--- src/rtl/mem_stage.sv ---
// MEM pipeline stage: holds the EX payload, waits for data-SRAM responses in order,
// buffers read data under WB back-pressure and drops responses orphaned by a flush.
module mem_stage #(
    parameter int DISCARD_W = 2
) (
    input  logic         clk,
    input  logic         resetn,
    input  logic         es_to_ms_valid,
    input  logic [118:0] es_to_ms_bus,
    output logic         ms_allowin,
    input  logic         ws_allowin,
    output logic         ms_to_ws_valid,
    output logic [149:0] ms_to_ws_bus,
    input  logic         data_data_ok,
    input  logic [31:0]  data_rdata,
    input  logic         flush,
    output logic [4:0]   MS_dest,
    output logic [31:0]  MS_result,
    output logic         MS_load_stall
);

    localparam logic [DISCARD_W-1:0] CNT_MAX = '1;
    localparam logic [DISCARD_W-1:0] CNT_ONE = DISCARD_W'(1);

    logic                 ms_valid;
    logic [118:0]         bus_r;
    logic                 got_ok;
    logic [31:0]          rdata_buf;
    logic [DISCARD_W-1:0] discard_cnt;

    logic        req_sent;
    logic        res_from_mem;
    logic [4:0]  dest;
    logic [31:0] result;

    logic        waiting;
    logic        resp_use;
    logic        ms_ready_go;
    logic        orphan_ok;
    logic        cnt_inc;
    logic [31:0] rdata_sel;

    assign req_sent     = bus_r[118];
    assign res_from_mem = bus_r[117];
    assign dest         = bus_r[68:64];
    assign result       = bus_r[63:32];

    // A strobe is only ours once every orphaned response ahead of it has drained.
    assign waiting     = ms_valid & req_sent & ~got_ok;
    assign orphan_ok   = data_data_ok & (discard_cnt != '0);
    assign resp_use    = data_data_ok & (discard_cnt == '0) & waiting;
    assign ms_ready_go = ~waiting | resp_use;
    assign cnt_inc     = flush & waiting & ~resp_use;

    assign ms_allowin     = ~ms_valid | (ms_ready_go & ws_allowin);
    assign ms_to_ws_valid = ms_valid & ms_ready_go & ~flush;

    assign rdata_sel = got_ok   ? rdata_buf  :
                       resp_use ? data_rdata : 32'h0;

    assign ms_to_ws_bus  = {bus_r[117:73], rdata_sel, bus_r[72:0]};
    assign MS_dest       = dest & {5{ms_valid}};
    assign MS_result     = res_from_mem ? rdata_sel : result;
    assign MS_load_stall = ms_valid & res_from_mem & ~ms_ready_go;

    always_ff @(posedge clk or negedge resetn) begin
        if (!resetn) begin
            ms_valid  <= 1'b0;
            bus_r     <= '0;
            got_ok    <= 1'b0;
            rdata_buf <= 32'h0;
        end else if (flush) begin
            ms_valid <= 1'b0;
            got_ok   <= 1'b0;
        end else if (ms_allowin) begin
            if (es_to_ms_valid) begin
                ms_valid <= 1'b1;
                bus_r    <= es_to_ms_bus;
                got_ok   <= 1'b0;
            end else begin
                ms_valid <= 1'b0;
            end
        end else if (resp_use) begin
            // Stalled by WB: keep the data until the payload can leave.
            rdata_buf <= data_rdata;
            got_ok    <= 1'b1;
        end
    end

    // A coincident flush and orphan strobe cancel out.
    always_ff @(posedge clk or negedge resetn) begin
        if (!resetn) begin
            discard_cnt <= '0;
        end else if (cnt_inc && !orphan_ok) begin
            if (discard_cnt != CNT_MAX) begin
                discard_cnt <= discard_cnt + CNT_ONE;
            end
        end else if (orphan_ok && !cnt_inc) begin
            discard_cnt <= discard_cnt - CNT_ONE;
        end
    end

endmodule

--- config.mk ---
export PLATFORM = sky130hd
export DESIGN_NAME = mem_stage
export DESIGN_NICKNAME = d
export VERILOG_FILES = /design/src/rtl/mem_stage.sv
export SDC_FILE = /design/constraint.sdc
export NUM_CORES = 1
export LEC_CHECK = 0
export ABC_AREA = 1
export BUFFER_PORTS_ARGS = -buffer_cell sky130_fd_sc_hd__buf_4
export CAP_MARGIN = 25
export CORE_ASPECT_RATIO = 1.4
export CORE_UTILIZATION = 43
export DETAILED_ROUTE_END_ITERATION = 12
export GPL_ROUTABILITY_DRIVEN = 0
export HOLD_SLACK_MARGIN = 0.12
export PLACE_DENSITY = 0.75
export REMOVE_ABC_BUFFERS = 1
export SLEW_MARGIN = 20
export SYNTH_ARGS = -nofsm -noshare
export SYNTH_HDL_FRONTEND = slang
export SYNTH_SLANG_ARGS = --single-unit
--- constraint.sdc ---
create_clock -name clk -period 1.4 [get_ports clk]
set_input_delay 0.14 -clock clk [delete_from_list [all_inputs] [get_ports clk]]
set_output_delay 0.14 -clock clk [all_outputs]
set_load 0.01 [all_outputs]
# Yosys cells after proc, flatten, opt, wreduce, memory -nomap -nowiden
# Cells that the tools add are included.
# totals
reg_bits	155
# classes
reduce_logical	13
n_addsub	2
n_bitwise	22
muxes	13
eq_ne	3
# op_table
operator	n
2-to-1 mux 32 bit	3
bitwise AND 1 bit	12
2-to-1 mux 1 bit	7
NOT 1 bit	7
2-to-1 mux 2 bit	3
AND reduction 3 bit	2
nonzero test 2 bit	3
bitwise AND 5 bit	1
AND reduction 2 bit	2
inequality test 3 x 2 -> 1 bit, second input constant	1
nonzero test 3 bit	1
adder 2 x 1 -> 2 bit, second input constant	1
logical AND 1 bit	2
zero test 1 bit	2
zero test 2 bit	1
inequality test 2 x 1 -> 1 bit, second input constant	1
inequality test 2 bit, second input constant	1
bitwise OR 1 bit	2
subtractor 2 x 1 -> 2 bit, second input constant	1

# Longest topological paths before layout
# depth
word_depth	9
mapped_depth	11
ltp_nobuf	8

# Worst setup path before layout
# No wires, ideal clock.
# synth_timing
kind	register -> output
start	reg got_ok
end	out MS_result[0]
arrival_ps	1413
setup_slack_ps	-153
path_stages_with_launch	8
required_ps	1260
n_path_buf	2
cell_sequence	dfrtp_1 > buf_2 > nor2_4 > nand2_1 > clkbuf_1 > o21ai_0 > nand2_1 > nand2_1
# synth_between
elab_chain_len	6
# synth_lines
element	line_no	rtl
from (decl)	27	logic got_ok;
from (signal assigned)	70	got_ok <= 1'b0;
from (signal assigned)	74	got_ok <= 1'b0;
from (signal assigned)	79	got_ok <= 1'b0;
NOT 1 bit	49	assign waiting = ms_valid & req_sent & ~got_ok;
bitwise AND 1 bit	49	
bitwise AND 1 bit	51	assign resp_use = data_data_ok & (discard_cnt == '0) & waiting;
2-to-1 mux 32 bit	59	resp_use ? data_rdata : 32'h0;
2-to-1 mux 32 bit (*)	58	assign rdata_sel = got_ok ? rdata_buf :
named net ms_to_ws_bus[73]	13	output logic [149:0] ms_to_ws_bus,
2-to-1 mux 32 bit (*)	63	assign MS_result = res_from_mem ? rdata_sel : result;
to (decl)	18	output logic [31:0] MS_result,
# The timed path passes the listed nets; every way through them passes the cells marked *.

# Final worst setup path
# layout_timing
start	reg discard_cnt[0]
end	out MS_result[20]
# layout_between
elab_chain_len	6
# layout_lines
element	line_no	rtl
from (decl)	29	logic [DISCARD_W-1:0] discard_cnt;
from (signal assigned)	96	discard_cnt <= discard_cnt + CNT_ONE;
from (signal assigned)	99	discard_cnt <= discard_cnt - CNT_ONE;
zero test 2 bit	51	
bitwise AND 1 bit (2 in series)	51	
2-to-1 mux 32 bit	59	
2-to-1 mux 32 bit	58	
2-to-1 mux 32 bit	63	
# Every way passes these cells.

==> out/results.ini <==
[final_layout]
fin_nets = 1593
final_util_pct = 78.4
fin_cells = 1688
area_growth_pct = 77.8
drive_gt1_share_pct = 40.5
insertedDiodeCount = 0
final_cell_area_sq_um = 14100

[timing]
layout_setup_ws_ns = -0.588
hold_viol = 0
tightest_slew_ns = 0.479
slew_violations = 0
rsz0062_at_grt = yes
setup_violations = 227
post-route-period-util_pct = 142
max_freq_ghz = 0.503
slew_headroom_pct = 68.0
fin_worst_skew_ns = 0.00610
period_needed_ns = 1.99

[drt]
wl_per_cell_um = 20.2
wirelength_um = 34000
antenna_left = 0
drt_iter0_markers = 783
drc_errors = 0
avgViaCountPerCell = 5.33
first_pass_iters = 7
num_vias = 8995

[global_routing]
gr-usage-met2_pct = 55.9
grt-busiest-layer = met2
antenna_found_initial = 0
grt_util_met1_pct = 36.7
grt.total_usage_pct = 33.1
grt_max_degree = 68
grt_pass1_vias = 9048
grt_pass1_wl_um = 46900
overflow = 0
grt_use_met3_pct = 7.15

[setup_path]
worst_setup_path_end_kind = output pin
worstPathMaxFanout = 8
crit_type = register to output pin
r2r_slack_ns = -0.51
cp_top_family = simple AND/OR/NAND/NOR gates
worst_path_largest_cell_delay_ns = 0.39
slowest_stage = dfrtp_1
crit_chain = nor2_2 -> nand2_2 -> inv_4 -> nand2_8 -> clkbuf_16 -> o21ai_4 -> nand2_2 -> nand2_2 -> buf_6
timing.critical_path.mode_cell = nand2_2
crit_arrival_ns = 1.85
start_kind = register
cp.required_ns = 1.26
cp_num_buf_inv = 3

[power]
p_leak_nw = 7.46
p_comb_share_pct = 29.0
p_seq_share_pct = 37.7
ir_drop_v = 0.000886
powerDensity_nw_per_um2 = 1050
p_sw_share_pct = 30.0
power.clock.fraction_pct = 33.2
p_sw_mw = 4.44
internal-power_mw = 10.4
power.total_mw = 14.8

[clock_tree]
cts_max_path_buffers = 2
root_buffer = clkbuf_16
path_clk_slew_ns = 0.07
cts_buffers = 17
cts_tree = yes
cts.sinks = 155
ctsHtreeMaxLevel = 4
clock_latency_ns = 0.42

[logic_synthesis]
synthesis.instances = 1000
synthArstFlopShare_pct = 100
yosysWarnings = 0
ys.flop_type = dfrtp_1
ys_seq_area_share_pct = 48.9
ys_types = 17
avgSynthCellArea_sq_um = 7.93
syn_area_sq_um = 7930
synth.ff_latch_count = 155
synth_edf_count = 0

[placed_design]
place_inst = 1447
place_area_sq_um = 10000
port_buffers = 346
dp_hpwl_um = 16100

[floorplanning]
core_sq_um = 18000
die_x_um = 117
io_pins = 347
dieArea_sq_um = 19000
die_h_um = 163
rows = 58
start_util_pct = 44.1

[status]
outcome = finished, violations left
violations = negative setup slack

[job]
drv_cap = 0

[hold_path]
holdCritPathClass = input pin to async pin

==> per-stage QoR <==
| stage | worst slack, ns | hold slack, ns | TNS [ns] |
|---|---|---|---|
| after floorplan | -5.16 | -0.156 | -695.52 |
| after detailed placement | -0.186 | 0.0767 | -18.48 |
| after global placement | -0.136 | 0.0772 | -16.75 |
| final | -0.588 | 0.208 | -88.45 |
| after CTS | -0.543 | 0.205 | -76.65 |
| after global routing | -0.792 | 0.229 | -112.35 |
==> power groups by stage <==
stage	registers (mW)	logic [mW]	clock network, mW
2_1_floorplan	5.75	0.928	0
3_3_place_gp	5.53	3.09	0
3_5_place_dp	5.54	3.15	0
4_1_cts	5.50	3.91	4.96
5_1_grt	5.64	4.58	5.18
6_report	5.58	4.29	4.92
==> cells in the final DEF, fill, tap and decap left out, types with 7 or more instances in the layout <==
master	synthesis	layout
nand2_1	418	356
buf_12	0	25
buf_6	21	44
clkbuf_16	0	23
inv_1	47	45
o21ai_2	0	16
nand2_2	5	53
nand2_4	0	11
o21ai_0	52	7
nand3_1	119	115
buf_16	0	15
buf_4	120	339
o21ai_1	15	22
o21ai_4	0	22
dfrtp_1	155	155
dlygate4sd3_1	0	155
==> cell usage after synthesis, types with 5 or more instances <==
cell,number,area (sq um)
buf_1,9,33.8
buf_2,8,40.0
nand3_1,119,596
clkbuf_1,21,78.8
inv_1,47,176
dfrtp_1,155,3880
nand2_1,418,1570
o21ai_1,15,75.1
nand2_2,5,31.3
o21ai_0,52,260
buf_6,21,236
buf_4,120,901
nor2_1,6,22.5
==> path summary, 6_finish.rpt <==
| kind | startpoint | endpoint | cells after the start |
|---|---|---|---|
| max in group asynchronous | resetn | bus_r[32]$_DFFE_PN0P_ | 3 |
| worst min-delay path | resetn | rdata_buf[0]$_DFFE_PN0P_ | 2 |
| worst min register to register | bus_r[102]$_DFFE_PN0P_ | bus_r[102]$_DFFE_PN0P_ | 2 |
| worst max-delay path | discard_cnt[0]$_DFFE_PN0P_ | MS_result[20] | 9 |
| min in group clk | ws_allowin | got_ok$_DFFE_PN0P_ | 7 |
| worst max register to register | ms_valid$_DFFE_PN0P_ | bus_r[57]$_DFFE_PN0P_ | 13 |
==> sequential cells by signal, summed over array words and instances (netlist names) <==
signal       cells
ms_valid         1
bus_r          119
discard_cnt      2
rdata_buf       32
got_ok           1
==> logic make-up after synthesis <==
family / count (synthesis) / share of synthesized area [%]
and+or+nand+nor: 552 / 28.4
AOI/OAI and AO/OA: 67 / 4.23
DFF: 155 / 48.9
buffers and inverters: 226 / 18.5
==> area by class of cell <==
type,instances,area [sq um]
Tap cell,240,300
Clock inverter,10,166
Multi-Input combinational cell,621,3230
Timing Repair Buffer,594,5890
Inverter,47,179
Fill cell,1027,3900
Clock buffer,21,450
Sequential cell,155,3880
==> repair_timing <==
| item | in CTS | in global routing |
|---|---|---|
| endpoints found under the hold margin | 308 | 0 |
| setup buffers | 17 | 13 |
| gates cloned | 23 | 9 |
| pin swaps | 4 | 8 |
| hold buffers | 155 | 0 |
| setup endpoints to repair | 213 | 228 |
| resized for setup | 125 | 151 |
==> routing by layer <==
layer | vias up | share of wire (%)
met2 | 609 | 51
met3 | 207 | 7.5
li1 | 3889 | -
met5 | - | 0
met1 | 4290 | 33
met4 | 0 | 7.8
Power figures use the tool's default switching activity.
